### config.mk
export PLATFORM = sky130hd
export DESIGN_NAME = axis_traffic_gen
export DESIGN_NICKNAME = d
export VERILOG_FILES = /design/src/rtl/axis_traffic_gen.sv
export SDC_FILE = /design/constraint.sdc
export NUM_CORES = 1
export LEC_CHECK = 0
export CORE_MARGIN = 4
export CORE_UTILIZATION = 58
export CTS_BUF_LIST = sky130_fd_sc_hd__clkbuf_16
export CTS_CLUSTER_DIAMETER = 150
export DETAILED_ROUTE_END_ITERATION = 12
export DONT_BUFFER_PORTS = 1
export GPL_TIMING_DRIVEN = 0
export PLACE_DENSITY = 0.78
export SLEW_MARGIN = 20
export SYNTH_ARGS = -nofsm -noshare
export SYNTH_HDL_FRONTEND = slang
export SYNTH_SLANG_ARGS = --single-unit
### constraint.sdc
create_clock -name clk -period 5.8 [get_ports clk]
set_input_delay 0.87 -clock clk [delete_from_list [all_inputs] [get_ports clk]]
set_output_delay 0.87 -clock clk [all_outputs]
set_load 0.01 [all_outputs]
### src/rtl/axis_traffic_gen.sv
// AXI4-Stream packet generator: fixed-length packets with counter or LFSR payload,
// programmable inter-packet gap, masked tkeep/tdata on the last beat.
`timescale 1ns/1ps
module axis_traffic_gen #(
  parameter int          DWIDTH    = 32,
  parameter int          LEN_WIDTH = 16,
  parameter int          GAP_WIDTH = 8,
  parameter logic [31:0] SEED      = 32'h1
) (
  input  logic                   clk,
  input  logic                   rst_n,
  input  logic                   start,
  input  logic                   stop,
  input  logic [31:0]            pkt_num,
  input  logic [LEN_WIDTH-1:0]   pkt_len,
  input  logic [GAP_WIDTH-1:0]   gap_cycles,
  input  logic                   mode,
  output logic [DWIDTH-1:0]      m_axis_tdata,
  output logic                   m_axis_tvalid,
  input  logic                   m_axis_tready,
  output logic [DWIDTH/8-1:0]    m_axis_tkeep,
  output logic                   m_axis_tlast,
  output logic                   busy,
  output logic                   done,
  output logic [63:0]            sent_pkt_cnt
);

  localparam int                 KW        = DWIDTH / 8;
  localparam int                 LANES     = DWIDTH / 32;
  localparam logic [31:0]        SEED_EFF  = (SEED == 32'h0) ? 32'h1 : SEED;
  localparam logic [31:0]        LFSR_TAPS = 32'h8020_0003;
  localparam logic [LEN_WIDTH:0] KW_L      = (LEN_WIDTH+1)'(KW);
  localparam logic [LEN_WIDTH:0] ONE_L     = (LEN_WIDTH+1)'(1);

  localparam logic [1:0] ST_IDLE = 2'd0;
  localparam logic [1:0] ST_SEND = 2'd1;
  localparam logic [1:0] ST_GAP  = 2'd2;
  localparam logic [1:0] ST_FIN  = 2'd3;

  function automatic logic [31:0] lfsr_step(input logic [31:0] s);
    lfsr_step = s[0] ? ((s >> 1) ^ LFSR_TAPS) : (s >> 1);
  endfunction

  function automatic logic [LEN_WIDTH:0] beats_of(input logic [LEN_WIDTH-1:0] len);
    beats_of = ({1'b0, len} + KW_L - ONE_L) / KW_L;
  endfunction

  function automatic logic [KW-1:0] last_keep(input logic [LEN_WIDTH-1:0] len);
    logic [LEN_WIDTH:0] rem;
    rem = {1'b0, len} % KW_L;
    last_keep = {KW{1'b0}};
    for (int b = 0; b < KW; b++) begin
      last_keep[b] = (rem == {(LEN_WIDTH+1){1'b0}}) || (int'(rem) > b);
    end
  endfunction

  function automatic logic [DWIDTH-1:0] mask_data(input logic [DWIDTH-1:0] d,
                                                  input logic [KW-1:0]     k);
    mask_data = {DWIDTH{1'b0}};
    for (int b = 0; b < KW; b++) begin
      mask_data[b*8 +: 8] = k[b] ? d[b*8 +: 8] : 8'h00;
    end
  endfunction

  logic [1:0]            state_q,       state_d;
  logic [31:0]           num_q,         num_d;
  logic [LEN_WIDTH-1:0]  len_q,         len_d;
  logic [GAP_WIDTH-1:0]  gap_q,         gap_d;
  logic                  mode_q,        mode_d;
  logic                  stop_q,        stop_d;
  logic [GAP_WIDTH-1:0]  gap_cnt_q,     gap_cnt_d;
  logic [LEN_WIDTH:0]    beat_in_pkt_q, beat_in_pkt_d;
  logic [31:0]           beat_idx_q,    beat_idx_d;
  logic [31:0]           lfsr_q,        lfsr_d;
  logic [63:0]           pkt_cnt_q,     pkt_cnt_d;
  logic [DWIDTH-1:0]     tdata_q,       tdata_d;
  logic [KW-1:0]         tkeep_q,       tkeep_d;
  logic                  tvalid_q,      tvalid_d;
  logic                  tlast_q,       tlast_d;
  logic                  busy_q,        busy_d;
  logic                  done_q,        done_d;

  logic                  accept_s;
  logic                  stop_seen_s;
  logic [LEN_WIDTH:0]    beats_cur_s;
  logic [LEN_WIDTH:0]    beats_nxt_s;
  logic [31:0]           word_s;

  assign accept_s    = tvalid_q & m_axis_tready;
  assign stop_seen_s = stop_q | stop;
  assign beats_cur_s = beats_of(len_q);

  // Run control FSM and per-run bookkeeping
  always_comb begin
    state_d       = state_q;
    num_d         = num_q;
    len_d         = len_q;
    gap_d         = gap_q;
    mode_d        = mode_q;
    stop_d        = stop_q;
    gap_cnt_d     = gap_cnt_q;
    beat_in_pkt_d = beat_in_pkt_q;
    beat_idx_d    = beat_idx_q;
    lfsr_d        = lfsr_q;
    pkt_cnt_d     = pkt_cnt_q;
    case (state_q)
      ST_IDLE: begin
        if (start && (pkt_len != {LEN_WIDTH{1'b0}})) begin
          state_d       = ST_SEND;
          num_d         = pkt_num;
          len_d         = pkt_len;
          gap_d         = gap_cycles;
          mode_d        = mode;
          stop_d        = stop;
          beat_in_pkt_d = {(LEN_WIDTH+1){1'b0}};
          beat_idx_d    = 32'd0;
          lfsr_d        = SEED_EFF;
          pkt_cnt_d     = 64'd0;
        end else begin
          stop_d = 1'b0;
        end
      end
      ST_SEND: begin
        stop_d = stop_seen_s;
        if (accept_s) begin
          lfsr_d     = lfsr_step(lfsr_q);
          beat_idx_d = beat_idx_q + 32'd1;
          if (beat_in_pkt_q == beats_cur_s - ONE_L) begin
            beat_in_pkt_d = {(LEN_WIDTH+1){1'b0}};
            pkt_cnt_d     = pkt_cnt_q + 64'd1;
            if (((num_q != 32'd0) && (pkt_cnt_d == {32'h0, num_q})) || stop_seen_s) begin
              state_d = ST_FIN;
            end else if (gap_q != {GAP_WIDTH{1'b0}}) begin
              state_d   = ST_GAP;
              gap_cnt_d = gap_q;
            end else begin
              state_d = ST_SEND;
            end
          end else begin
            beat_in_pkt_d = beat_in_pkt_q + ONE_L;
          end
        end else begin
          state_d = ST_SEND;
        end
      end
      ST_GAP: begin
        stop_d = stop_seen_s;
        if (stop_seen_s) begin
          state_d = ST_FIN;
        end else if (gap_cnt_q <= GAP_WIDTH'(1)) begin
          state_d = ST_SEND;
        end else begin
          gap_cnt_d = gap_cnt_q - GAP_WIDTH'(1);
        end
      end
      ST_FIN: begin
        state_d = ST_IDLE;
        stop_d  = 1'b0;
      end
      default: begin
        state_d = ST_IDLE;
      end
    endcase
  end

  // Output beat is built from next-state values so the registered outputs track the FSM
  always_comb begin
    beats_nxt_s = beats_of(len_d);
    word_s      = mode_d ? lfsr_d : beat_idx_d;
    tvalid_d    = 1'b0;
    tlast_d     = 1'b0;
    tkeep_d     = {KW{1'b0}};
    tdata_d     = {DWIDTH{1'b0}};
    if (state_d == ST_SEND) begin
      tvalid_d = 1'b1;
      tlast_d  = (beat_in_pkt_d == beats_nxt_s - ONE_L);
      tkeep_d  = tlast_d ? last_keep(len_d) : {KW{1'b1}};
      tdata_d  = mask_data({LANES{word_s}}, tkeep_d);
    end else begin
      tvalid_d = 1'b0;
    end
    busy_d = (state_d != ST_IDLE);
    done_d = (state_d == ST_FIN);
  end

  // State and output registers
  always_ff @(posedge clk or negedge rst_n) begin
    if (!rst_n) begin
      state_q       <= ST_IDLE;
      num_q         <= 32'd0;
      len_q         <= {LEN_WIDTH{1'b0}};
      gap_q         <= {GAP_WIDTH{1'b0}};
      mode_q        <= 1'b0;
      stop_q        <= 1'b0;
      gap_cnt_q     <= {GAP_WIDTH{1'b0}};
      beat_in_pkt_q <= {(LEN_WIDTH+1){1'b0}};
      beat_idx_q    <= 32'd0;
      lfsr_q        <= SEED_EFF;
      pkt_cnt_q     <= 64'd0;
      tdata_q       <= {DWIDTH{1'b0}};
      tkeep_q       <= {KW{1'b0}};
      tvalid_q      <= 1'b0;
      tlast_q       <= 1'b0;
      busy_q        <= 1'b0;
      done_q        <= 1'b0;
    end else begin
      state_q       <= state_d;
      num_q         <= num_d;
      len_q         <= len_d;
      gap_q         <= gap_d;
      mode_q        <= mode_d;
      stop_q        <= stop_d;
      gap_cnt_q     <= gap_cnt_d;
      beat_in_pkt_q <= beat_in_pkt_d;
      beat_idx_q    <= beat_idx_d;
      lfsr_q        <= lfsr_d;
      pkt_cnt_q     <= pkt_cnt_d;
      tdata_q       <= tdata_d;
      tkeep_q       <= tkeep_d;
      tvalid_q      <= tvalid_d;
      tlast_q       <= tlast_d;
      busy_q        <= busy_d;
      done_q        <= done_d;
    end
  end

  assign m_axis_tdata  = tdata_q;
  assign m_axis_tkeep  = tkeep_q;
  assign m_axis_tvalid = tvalid_q;
  assign m_axis_tlast  = tlast_q;
  assign busy          = busy_q;
  assign done          = done_q;
  assign sent_pkt_cnt  = pkt_cnt_q;

endmodule

==> flow_summary.yaml, run 1 <==
clocking:
  tritoncts: "yes"
  clk_pin_slew_ns: 0.06
  h-tree-depth: 1
  cts_buffers: 28
  clk_latency_ns: 0.56
  cts-root-buf: "clkbuf_16"
  cts_buffer_depth: 3
  clkSinkCount: 252
layout:
  fin_util_pct: 65.1
  n_antenna_cell: 0
  fin_nets: 2123
  synthToLayoutAreaGrowth_pct: 9.54
  drive_above_1_share_pct: 7.68
  final_cell_area_um2: 18300
worst_setup_path:
  critical_path.slowest_cell: "nor4b_2"
  cp_max_fo: 10
  cp.arrival_ns: 6.01
  startpoint_type: "register"
  critical_path.endpoint_type: "register"
  crit_chain: "clkbuf_1 > and3_1 > clkbuf_1 > nand4_1 > nor4b_2 > nand2_1 > xnor2_1 > or4_1 > or4_1 > o21ai_0 > o21ai_1 > a21o_4 > inv_2 > buf_4 > o211ai_1 > a21oi_1"
  critPathKind: "register to register"
  max_stage_delay_ns: 0.74
  cp.required_ns: 6.26
die:
  die-area_um2: 31600
  coreArea_um2: 28200
  start_util_pct: 59.4
  rows: 61
  chipWidth_um: 178
  die_y_um: 178
  ios: 166
synthesis:
  ys_top_cells_by_area: "dfrtp_1, nand2_1, xnor2_1"
  ys_top_cells_by_count: "nand2_1, dfrtp_1, o21ai_0, clkbuf_1, xnor2_1"
  yosysUniqueCellTypes: 92
  yosysTopAreaCellShare_pct: 37.5
  ys_seq_area_share_pct: 37.7
  synth_flop_cell: "dfrtp_1"
  synth_seq_cells: 252
  synth.avg_cell_area_um2: 8.31
  synth.net_count: 2089
  synth_edf_count: 0
  synth.most_common_cell: "nand2_1"
  yosysWarnings: 0
  synth_top_area_cell: "dfrtp_1"
  postSynth.asyncResetShare_pct: 100
  synth_cells: 2015
  netlist_area_um2: 16700
route:
  ant_nets: 0
  vias: 16000
  dr.first_iter.drc_count: 1436
  wl_per_cell_um: 21.6
  dr.pass1.iters: 6
  drcViolationCount: 0
  vias_per_cell: 6.55
  routed_wl_mm: 52.9
sta:
  clock.fmax_mhz: 180
  slew_headroom_pct: 31.7
  finClkSkew_ns: 0.0171
  finalCritPeriodShare_pct: 95.7
  min_period_ns: 5.55
  tightest_slew_ns: 1.02
  setup_viol: 0
  hold_viol_final: 0
  whs_ns: 0.0276
  drv_slew: 0
grt:
  grt_pass1_vias: 15300
  grt_max_degree: 205
  grt_pass1_wl_mm: 83.7
  antenna_found_initial: 0
  track_usage_pct: 32.9
  grt_overflow: 0
placed_design:
  place_hpwl_mm: 38.8
  place.gp.congestion: 0.967
  io_buffers: 0
  dpl_cell_area_um2: 17200
pwr:
  p_leak_nw: 7.46
  ir_worst_vdd_uv: 427
  power.density_nw_per_um2: 503
outcome:
  status: "finished, final reports clean"
run:
  drv_cap: 0
min_path:
  hold_path_class: "input port to asynchronous set/reset pin"
[worst paths after layout]
check / from / endpoint / slack (ns) / cells after the start
worst max register to register: sent_pkt_cnt[5] / m_axis_tdata[21] / 0.25 / 16
worst min-delay path: rst_n / num_q[18] / 0.03 / 0
max in group asynchronous: rst_n / sent_pkt_cnt[14] / 4.77 / 1
worst min register to register: gap_q[3] / gap_q[3] / 0.51 / 2
worst max-delay path: sent_pkt_cnt[5] / m_axis_tdata[21] / 0.25 / 16
min in group clk: pkt_len[9] / len_q[9] / 0.42 / 2
[final cells by class]
cell class	instances	area (µm²)
multi-input combinational	1565	9640
clock buffer	28	701
clock inverter	23	256
inverter	38	143
timing repair buffer	7	100
tap	378	473
sequential	252	6310
fill	2412	9830
buffer	157	714
[timing repair]
| item | in CTS | in global routing |
|---|---|---|
| hold buffers | 2 | 0 |
| buffers inserted | 3 | 2 |
| hold endpoints to repair | 10 | 0 |
| setup endpoints to repair | 28 | 42 |
| pin swaps | 2 | 1 |
| gates resized for setup | 10 | 16 |
[report_power, final]
part           switching (mW)  internal [mW]  leakage, nW
Sequential              0.614           2.29         3.20
Combinational            2.84           1.62         3.78
Clock                   0.756           1.10        0.487
[metrics by stage]
stage,setup WS [ns],instances,power [mW],TNS [ns]
after floorplan,0.0545,2015,5.89,0
after global placement,-1.67,2393,7.05,-45.87
after detailed placement,-1.69,2393,7.15,-45.29
after CTS,0.00937,2449,9.10,0
after global routing,-0.0551,2448,9.77,-0.578
final,0.250,2448,9.22,0
[routing by layer]
layer  track usage [%]  vias up  wire length (µm)
li1                  -     7353                 -
met1              43.8     7737             21400
met2              53.4      798             24600
met3              5.24      149              4370
met4              14.0        0              2470
met5                 0        -                 0
[worst max-delay path: cells and delay by family, from the launching register on]
family	cells	cell delay, ns
and+or+nand+nor	6	2.75
buffers and inverters	4	1.06
AOI/OAI and AO/OA	5	0.96
DFF	1	0.45
xor gates and xnor gates	1	0.21
[flip-flops by register name, summed over array words and instances (netlist names), 16 cells and up]
register and flops:
sent_pkt_cnt 64, lfsr_q 32, beat_idx_q 32, len_q 16
m_axis_tdata 32, beat_in_pkt_q 17, num_q 32
[placed cells by master, fill, tap and decap left out, drive strengths merged, types with 48 or more instances in the layout]
cell type / count
buf: 51
a21oi: 94
a22o: 62
nor2: 79
clkbuf: 140
nand3: 86
o21ai: 132
nor4: 48
dfrtp: 251
nand2: 361
nor3: 58
xor2: 51
nand4: 59
xnor2: 100
[cells by family after synthesis]
| family | after synthesis | share of synthesized area [%] |
|---|---|---|
| AO/OA/AOI/OAI | 472 | 19.0 |
| XOR/XNOR | 152 | 8.03 |
| adder cells (fa/ha/maj) | 12 | 0.897 |
| buffers and inverters | 198 | 5.07 |
| flip-flops | 252 | 37.7 |
| multiplexers | 39 | 2.44 |
| AND/OR/NAND/NOR | 890 | 26.9 |
Note: power is estimated with default switching activity, not from simulation.
==> run 2: changes to the inputs <==
- ABC_AREA: not set -> 1
- CAP_MARGIN: not set -> 20
- CTS_CLUSTER_DIAMETER: 150 -> 200
==> flow_summary.yaml, run 2 <==
pwr:
  total_power_mw: 9.25
  ir_worst_vdd_uv: 294
  power.density_nw_per_um2: 533
  p_leak_nw: 8.13
run:
  drv_cap: 0
grt:
  grt_max_degree: 253
  grt_pass1_vias: 14600
  antenna_found_initial: 4
  grt_pass1_wl_mm: 77.1
  track_usage_pct: 31.1
  grt_overflow: 0
die:
  chipWidth_um: 174
  die_y_um: 174
  rows: 60
  start_util_pct: 59.1
  coreArea_um2: 27000
  ios: 166
  die-area_um2: 30200
layout:
  seqCellArea_um2: 6310
  drive_above_1_share_pct: 7.54
  layout_common_cells: "nand2_1, inv_1, dfrtp_1"
  fin_util_pct: 64.2
  mostFrequentLayoutCell: "nand2_1"
  fin_nets: 2333
  fill_cells: 2403
  largest_register_ffs: 64
  multi_input_area_um2: 8170
  synthToLayoutAreaGrowth_pct: 8.65
synthesis:
  netlist_area_um2: 16000
  postSynth.asyncResetShare_pct: 100
  yosysTopAreaCellShare_pct: 39.3
  synth_cells: 2229
  synth_edf_count: 0
  yosysWarnings: 0
  synth.avg_cell_area_um2: 7.16
  ys_top_cells_by_area: "dfrtp_1, nand2_1, inv_1"
  synth_top_area_cell: "dfrtp_1"
  yosysUniqueCellTypes: 51
  ys_top_cells_by_count: "nand2_1, inv_1, dfrtp_1, nor2_1, nand3_1"
  synth.net_count: 2303
  synth_flop_cell: "dfrtp_1"
  synth_seq_cells: 252
  ys_seq_area_share_pct: 39.5
  synth.most_common_cell: "nand2_1"
route:
  vias: 15400
  drcViolationCount: 0
  routed_wl_mm: 48.5
  dr.pass1.iters: 6
  vias_per_cell: 5.85
  ant_nets: 0
  dr.first_iter.drc_count: 1720
  wl_per_cell_um: 18.5
clocking:
  cts_setup_buffers: 0
  clk_pin_slew_ns: 0.06
  tritoncts: "yes"
  cts_buffers: 28
  cts-root-buf: "clkbuf_16"
  h-tree-depth: 1
  cts_hold_buf: 0
  cts_buffer_depth: 3
  clk_latency_ns: 0.55
  cts_resized: 0
  clkSinkCount: 252
worst_setup_path:
  max_stage_delay_ns: 0.64
  cp.required_ns: 6.27
  cp_max_fo: 9
  critical_path.slowest_cell: "dfrtp_1"
  r2r_cells: 22
  cp_num_cells: 22
  startpoint_type: "register"
  regToRegStartpoint: "sent_pkt_cnt[0]"
  crit_buf_inv: 1
  critical_path.endpoint_type: "register"
  cp.arrival_ns: 5.11
  path_delay_family: "simple AND/OR/NAND/NOR gates"
  critPathKind: "register to register"
  ff2ff_setup_slack_ns: 1.16
  crit_chain: "ha_1 > nand2_1 > nor2_1 > nand2_1 > nor2_1 > inv_1 > nor3_2 > nand3_1 > nor2_1 > xor2_1 > nand4_1 > nor2_1 > nand2_1 > nor2_1 > nand3_1 > nand3_1 > nand2_1 > nand2_1 > a21oi_2 > nor2_4 > nand2_4 > nor2_2"
  r2r_end: "m_axis_tdata[14]"
min_path:
  hold_path_class: "input port to asynchronous set/reset pin"
sta:
  finalCritPeriodShare_pct: 80.0
  min_period_ns: 4.64
  clock.fmax_mhz: 215
  setup_viol: 0
  tightest_slew_ns: 0.839
  drv_slew: 0
  fin_setup_tns_ns: 0
  hold_viol_final: 0
  rsz0062_at_grt: "no"
  fin_ws_ns: 1.16
  slew_headroom_pct: 43.8
  finClkSkew_ns: 0.0133
placed_design:
  place.gp.congestion: 0.987
  io_buffers: 0
  place_ws_ns: 1.04
  place_hpwl_mm: 36.6
outcome:
  status: "finished, final reports clean"
==> run 2: cell count changes after synthesis, sizes merged, moves of 41 or more <==
cell | previous run | this run
inv | 38 | 324
a21oi | 94 | 40
nor2 | 79 | 248
o22ai | 18 | 81
xnor2 | 100 | 5
xor2 | 51 | 92
clkbuf | 117 | 39
nand3 | 86 | 145
nand2 | 361 | 630
a22o | 62 | 0
==> run 2: kinds of logic after synthesis <==
group | synth area share [%]
AOI/OAI and AO/OA | 9.34
xor gates and xnor gates | 5.46
and+or+nand+nor | 34.0
adders and majority gates | 0.941
buffers and inverters | 9.32
DFF | 39.5
muxes | 1.38
==> run 2: per-stage QoR <==
step                hold slack (ns)  instances  instance area (µm²)
detailed placement            0.487       2570                16400
finish                       0.0202       2626                17300
CTS                         0.00791       2621                17300
global route                0.00432       2624                17300
global placement              0.481       2570                16400
floorplan                     0.462       2229                16000
==> run 2: area by class of cell <==
type / instances / share of cell area (%)
Buffer: 56 / 1.50
Antenna cell: 5 / 0.0721
Clock buffer: 29 / 4.18
Multi-Input combinational cell: 1594 / 47.1
Clock inverter: 22 / 1.25
Inverter: 327 / 7.08
Sequential cell: 252 / 36.4
Tap cell: 341 / 2.46
==> run 2: metal layers <==
layer	global-route usage (%)	vias up	wire, µm
met4	8.15	2	1090
met5	0	-	14
met3	6.13	82	4510
li1	-	7295	-
met1	44.3	7319	20800
met2	49.1	669	22000
==> run 2: how the worst max path moves through the flow <==
stage | end | slack (ns) | startpoint
6_report | m_axis_tdata[14] | 1.16 | sent_pkt_cnt[0]
5_1_grt | m_axis_tdata[2] | 0.92 | sent_pkt_cnt[0]
4_1_cts | sent_pkt_cnt[15] | 1.33 | state_q[0]
3_5_place_dp | sent_pkt_cnt[15] | 1.04 | start
3_3_place_gp | sent_pkt_cnt[15] | 1.18 | start
2_1_floorplan | m_axis_tdata[27] | 2.02 | pkt_len[9]
==> run 2: power breakdown <==
part	switching, mW	internal [mW]
clock network	0.753	1.08
registers	0.714	2.30
logic	3.04	1.36
total	4.51	4.74
